### config.mk
export PLATFORM = sky130hd
export DESIGN_NAME = hazard_unit
export DESIGN_NICKNAME = d
export VERILOG_FILES = /design/src/rtl/riscv_pkg.sv /design/src/rtl/forward_unit.sv /design/src/rtl/hazard_unit.sv
export SDC_FILE = /design/constraint.sdc
export NUM_CORES = 1
export LEC_CHECK = 0
export ABC_AREA = 1
export BUFFER_PORTS_ARGS = -buffer_cell sky130_fd_sc_hd__buf_2
export CAP_MARGIN = 20
export CORE_MARGIN = 2
export CORE_UTILIZATION = 24
export CTS_CLUSTER_SIZE = 28
export DETAILED_ROUTE_END_ITERATION = 7
export GPL_TIMING_DRIVEN = 0
export PLACE_DENSITY = 0.45
export SETUP_SLACK_MARGIN = 0.5
export SLEW_MARGIN = 15
export SYNTH_ARGS = -nofsm -noshare
export SYNTH_HDL_FRONTEND = slang
export SYNTH_HIERARCHICAL = 1
export SYNTH_SLANG_ARGS = --single-unit
### constraint.sdc
create_clock -name clk -period 2.2 [get_ports clk]
set_clock_uncertainty 0.2 [all_clocks]
set_input_delay 0.11 -clock clk [delete_from_list [all_inputs] [get_ports clk]]
set_output_delay 0.11 -clock clk [all_outputs]
set_load 0.02 [all_outputs]
### src/rtl/riscv_pkg.sv
// rtl/riscv_pkg.sv - shared pipeline encodings for the hazard controller
package riscv_pkg;

  typedef enum logic [1:0] {
    WB_ALU = 2'b00,
    WB_MEM = 2'b01,
    WB_PC4 = 2'b10
  } wb_sel_e;

  typedef enum logic [1:0] {
    FWD_RF = 2'b00,
    FWD_W  = 2'b01,
    FWD_M  = 2'b10
  } fwd_sel_e;

  typedef enum logic [1:0] {
    STARTUP  = 2'b00,
    RUN      = 2'b01,
    MEM_WAIT = 2'b10
  } hz_state_e;

  localparam logic [4:0] REG_X0 = 5'd0;

  // M is younger than W, so its result wins when both match.
  function automatic fwd_sel_e fwd_pick(
    input logic [4:0] rs,
    input logic [4:0] rd_m,
    input logic       wr_m,
    input logic [4:0] rd_w,
    input logic       wr_w
  );
    if (wr_m && rd_m != REG_X0 && rd_m == rs)
      return FWD_M;
    else if (wr_w && rd_w != REG_X0 && rd_w == rs)
      return FWD_W;
    else
      return FWD_RF;
  endfunction

endpackage

### src/rtl/forward_unit.sv
// rtl/forward_unit.sv - EX-stage operand bypass selects
module forward_unit
  import riscv_pkg::*;
(
  input  logic [4:0] rs1_E,
  input  logic [4:0] rs2_E,
  input  logic [4:0] rd_M,
  input  logic       reg_wr_M,
  input  logic [4:0] rd_W,
  input  logic       reg_wr_W,
  output fwd_sel_e   fwd_a,
  output fwd_sel_e   fwd_b
);

  assign fwd_a = fwd_pick(rs1_E, rd_M, reg_wr_M, rd_W, reg_wr_W);
  assign fwd_b = fwd_pick(rs2_E, rd_M, reg_wr_M, rd_W, reg_wr_W);

endmodule

### src/rtl/hazard_unit.sv
// rtl/hazard_unit.sv - pipeline stall/flush/forward controller with perf counters
module hazard_unit
  import riscv_pkg::*;
#(
  parameter int STARTUP_CYCLES = 4,
  parameter int MEM_TIMEOUT    = 64,
  parameter int CNT_W          = 32
) (
  input  logic             clk,
  input  logic             rst,
  input  logic [4:0]       rs1_D,
  input  logic [4:0]       rs2_D,
  input  logic [4:0]       rs1_E,
  input  logic [4:0]       rs2_E,
  input  logic [4:0]       rd_E,
  input  logic             reg_wr_E,
  input  logic [1:0]       sel_wb_E,
  input  logic             pc_redirect_E,
  input  logic [4:0]       rd_M,
  input  logic             reg_wr_M,
  input  logic             dmem_req_M,
  input  logic             dmem_ready,
  input  logic [4:0]       rd_W,
  input  logic             reg_wr_W,
  output logic             stall_F,
  output logic             stall_D,
  output logic             stall_E,
  output logic             stall_M,
  output logic             stall_W,
  output logic             flush_D,
  output logic             flush_E,
  output logic             flush_M,
  output logic             flush_W,
  output logic [1:0]       fwd_a_E,
  output logic [1:0]       fwd_b_E,
  output logic [CNT_W-1:0] perf_stall_cycles,
  output logic [CNT_W-1:0] perf_flush_events,
  output logic             mem_timeout
);

  localparam int SU_W = $clog2(STARTUP_CYCLES + 1);
  localparam int WT_W = $clog2(MEM_TIMEOUT + 1);
  localparam logic [SU_W-1:0] SU_LAST = SU_W'(STARTUP_CYCLES - 1);
  localparam logic [WT_W-1:0] WT_MAX  = WT_W'(MEM_TIMEOUT);

  hz_state_e       state_q, state_d;
  logic [SU_W-1:0] su_cnt_q, su_cnt_d;
  logic [WT_W-1:0] wt_cnt_q, wt_cnt_d;
  logic            redirect_flush;
  logic            mem_wait;
  logic            load_use;
  fwd_sel_e        fwd_a, fwd_b;

  forward_unit u_forward_unit (
    .rs1_E    (rs1_E),
    .rs2_E    (rs2_E),
    .rd_M     (rd_M),
    .reg_wr_M (reg_wr_M),
    .rd_W     (rd_W),
    .reg_wr_W (reg_wr_W),
    .fwd_a    (fwd_a),
    .fwd_b    (fwd_b)
  );

  assign mem_wait = dmem_req_M && !dmem_ready;
  assign load_use = reg_wr_E && (sel_wb_E == WB_MEM) && (rd_E != REG_X0) &&
                    ((rd_E == rs1_D) || (rd_E == rs2_D));

  // Bypass paths carry scrub garbage during startup, so force the RF path.
  assign fwd_a_E = (state_q == STARTUP) ? FWD_RF : fwd_a;
  assign fwd_b_E = (state_q == STARTUP) ? FWD_RF : fwd_b;
  assign stall_W = 1'b0;

  always_ff @(posedge clk) begin
    if (rst) begin
      state_q  <= STARTUP;
      su_cnt_q <= '0;
      wt_cnt_q <= '0;
    end else begin
      state_q  <= state_d;
      su_cnt_q <= su_cnt_d;
      wt_cnt_q <= wt_cnt_d;
    end
  end

  always_comb begin
    state_d        = state_q;
    su_cnt_d       = su_cnt_q;
    wt_cnt_d       = wt_cnt_q;
    redirect_flush = 1'b0;
    stall_F        = 1'b0;
    stall_D        = 1'b0;
    stall_E        = 1'b0;
    stall_M        = 1'b0;
    flush_D        = 1'b0;
    flush_E        = 1'b0;
    flush_M        = 1'b0;
    flush_W        = 1'b0;
    case (state_q)
      STARTUP: begin
        stall_F  = 1'b1;
        flush_D  = 1'b1;
        flush_E  = 1'b1;
        flush_M  = 1'b1;
        flush_W  = 1'b1;
        su_cnt_d = su_cnt_q + SU_W'(1);
        if (su_cnt_q == SU_LAST)
          state_d = RUN;
      end
      RUN: begin
        if (mem_wait) begin
          stall_F  = 1'b1;
          stall_D  = 1'b1;
          stall_E  = 1'b1;
          stall_M  = 1'b1;
          flush_W  = 1'b1;
          state_d  = MEM_WAIT;
          wt_cnt_d = WT_W'(1);
        end else if (pc_redirect_E) begin
          // The D-stage consumer is wrong-path, so its load-use stall is moot.
          flush_D        = 1'b1;
          flush_E        = 1'b1;
          redirect_flush = 1'b1;
        end else if (load_use) begin
          stall_F = 1'b1;
          stall_D = 1'b1;
          flush_E = 1'b1;
        end
      end
      MEM_WAIT: begin
        if (!dmem_ready) begin
          stall_F = 1'b1;
          stall_D = 1'b1;
          stall_E = 1'b1;
          stall_M = 1'b1;
          flush_W = 1'b1;
          if (wt_cnt_q != WT_MAX)
            wt_cnt_d = wt_cnt_q + WT_W'(1);
        end else begin
          state_d = RUN;
        end
      end
      default: state_d = STARTUP;
    endcase
  end

  always_ff @(posedge clk) begin
    if (rst) begin
      perf_stall_cycles <= '0;
      perf_flush_events <= '0;
      mem_timeout       <= 1'b0;
    end else begin
      if (stall_F && perf_stall_cycles != '1)
        perf_stall_cycles <= perf_stall_cycles + CNT_W'(1);
      if (redirect_flush && perf_flush_events != '1)
        perf_flush_events <= perf_flush_events + CNT_W'(1);
      if (wt_cnt_d == WT_MAX)
        mem_timeout <= 1'b1;
    end
  end

endmodule
==> reports/metrics.cfg <==
[outcome]
run_status = completed

[routing]
detail-route-antenna-nets = 0
first_pass_iters = 4
drt_iter0_drc = 205
wl_microns = 19200
drc = 0
wl_per_cell_microns = 14.2
vias = 6094
viasPerCell = 4.50

[placed_design]
hpwlAfterDp_microns = 13900
place.gp.congestion = 0.903
place_area_sq_um = 6680
io_buffers = 120

[final_layout]
area_delta_synth_final_pct = 55.2
diodes = 0
final_util_pct = 37.8
nFillCells = 2439
drive_gt1_share_pct = 44.1
fin_area_sq_um = 8530
nNetsFinal = 1120

[clock_tree]
worstSkewPairLatency_ns = 0.34
cts_tree = done
cts_sinks = 77
ctsHtreeMaxLevel = 3
cts_buffer_depth = 2
cts_made_buffers = 9
cts_hold_buf = 0
root_buffer = clkbuf_16
clkSlewWorstSetupHoldPaths_ns = 0.06

[yosys]
synthXorXnorAreaFrac_pct = 10.0
synth.most_common_cell = nand2_1
synth_top_cell_area_share_pct = 28.0
ys.flop_type = dfxtp_1
syn-cell-area_sq_um = 5500
synth_seq_area_share_pct = 28.0
synth_simple_gate_area_share_pct = 40.8
avgSynthCellArea_sq_um = 6.32
synth_nets = 925
synth_area_leaders = dfxtp_1 (28%), nand2_1 (17%), nor2_1 (8.1%)
ys_types = 37
synthMuxAreaShare_pct = 0
yosysWarnings = 6
yosys.area.top_type = dfxtp_1
syn_inst = 870
ys_seq_elements = 77
yosys.area_share.adder_pct = 2.28
synthArstFlopShare_pct = 0
ys_top_cells_by_count = nand2_1 (244), nor2_1 (119), inv_1 (91)
synth_top_family_by_area = simple AND/OR/NAND/NOR gates
synth_compound_area_share_pct = 8.85
synth_edf_count = 0

[setup_path]
worst-path-max-fanout = 4
crit_required_ns = 1.89
cp-end-kind = output pin
path_class = reg -> out
cp.arrival_ns = 1.70
start_kind = flop

[grt]
grt_max_degree = 13
overflow = 0
grt_pass1_vias = 5877
antenna_found_initial = 0
grt_usage_pct = 15.4
grt_pass1_wl_microns = 29700

[sta]
setup_viol_count_final = 0
period_minus_slack_ns = 2.01
hold_violations = 0
relSlewSlack_pct = 48.8
fmax_mhz = 496
fin_tns_setup_ns = 0
worst_pin_slew_ns = 0.768
maxSlewViolCount = 0
fin_crit_sh_pct = 91.6
rsz0062_at_grt = true

[floorplanning]
row_count = 55
start_util_pct = 24.4
ios = 123
core-area_sq_um = 22600
dieArea_sq_um = 24100
die_height_microns = 155
fp.dieW_microns = 155

[pwr]
power_mw = 5.50
p_leak_nw = 3.80
irDropWorstVdd_v = 0.000358
p_per_area_nw_per_um2 = 645

[worst_hold_path]
min_path_type = in -> reg

[job]
cap_violations = 0

[path summary, 6_finish.rpt]
path                           endpoint  cells after the start   startpoint  slack [ns]
setup / recovery                stall_F                     10   state_q[0]        0.19
hold / removal              wt_cnt_q[6]                      2          rst         0.1
setup reg to reg  perf_stall_cycles[20]                     13   state_q[0]        0.19
hold reg to reg             mem_timeout                      2  mem_timeout        0.25
[cells in the final DEF (no fill, tap or decap), drive strengths merged]
cell,synthesis,routed
buf,13,196
xor2,36,36
xnor2,27,27
o21bai,2,2
a22oi,1,1
ha,10,10
dfxtp,77,77
o21ai,11,11
nand3,66,66
conb,1,1
nor3,26,26
a21oi,64,64
clkinv,0,1
nand2,269,269
nor2,123,123
o22ai,1,1
nand3b,2,2
a31oi,1,1
a31o,1,1
inv,97,97
nor4,3,3
clkbuf,13,29
nor3b,4,4
nand4,20,20
and3,2,2
[sequential cells by signal, indices dropped and copies added (netlist names)]
signal,flops
wt_cnt_q,7
mem_timeout,1
su_cnt_q,3
perf_flush_events,32
state_q,2
perf_stall_cycles,32
[cell type report]
class | instances | area, sq um | area share (%)
Clock inverter | 1 | 5.00 | 0.0587
Clock buffer | 15 | 278 | 3.26
Multi-Input combinational cell | 670 | 4220 | 49.5
Buffer | 26 | 288 | 3.37
Tap cell | 285 | 357 | 4.18
Sequential cell | 77 | 1680 | 19.7
Inverter | 97 | 384 | 4.50
Timing Repair Buffer | 184 | 1320 | 15.5
[logic make-up after synthesis]
logic type | after synthesis
compound gates | 81
xor+xnor | 63
fa+ha+maj | 10
buf+inv | 123
flops | 77
other cells | 1
simple gates | 515
[report_power, final]
part	switching, mW	internal, mW	leakage, nW
logic	1.29	1.18	3.00
clock network	0.601	0.858	0.140
registers	0.115	1.46	0.658
total	2.00	3.50	3.80
[worst max-delay path, cell delays in order (launching register included)]
cell and delay (ns):
dfxtp_4 0.38, inv_6 0.05, ha_4 0.16, inv_4 0.06, nor2_4 0.03, inv_2 0.08
nand2_2 0.07, o21ai_4 0.17, nand2_4 0.09, buf_6 0.13, buf_6 0.12
[per-layer routing]
layer / GRT usage [%] / wire length, microns / up-vias / part of all wire, %
met5: 0 / 0 / - / 0
met4: 3.28 / 271 / 0 / 1.4
met3: 3.54 / 834 / 22 / 4.3
met2: 26.7 / 9170 / 116 / 48
met1: 19.6 / 8900 / 2793 / 46
li1: - / - / 3163 / -
[through the flow]
stage	std cells	worst slack, ns	hold WS [ns]
detailed placement	1275	0.0599	0.241
finish	1355	0.185	0.0978
CTS	1342	0.219	0.128
global route	1355	0.108	0.132
global placement	1275	0.0483	0.241
floorplan	870	0.325	0.213
[timing repair]
item                       CTS  global route
resized for setup          148           133
pin swaps                   31            47
buffers inserted            46            10
setup endpoints to repair   82            78
cloned                       5             3
Power figures use the tool's default switching activity.
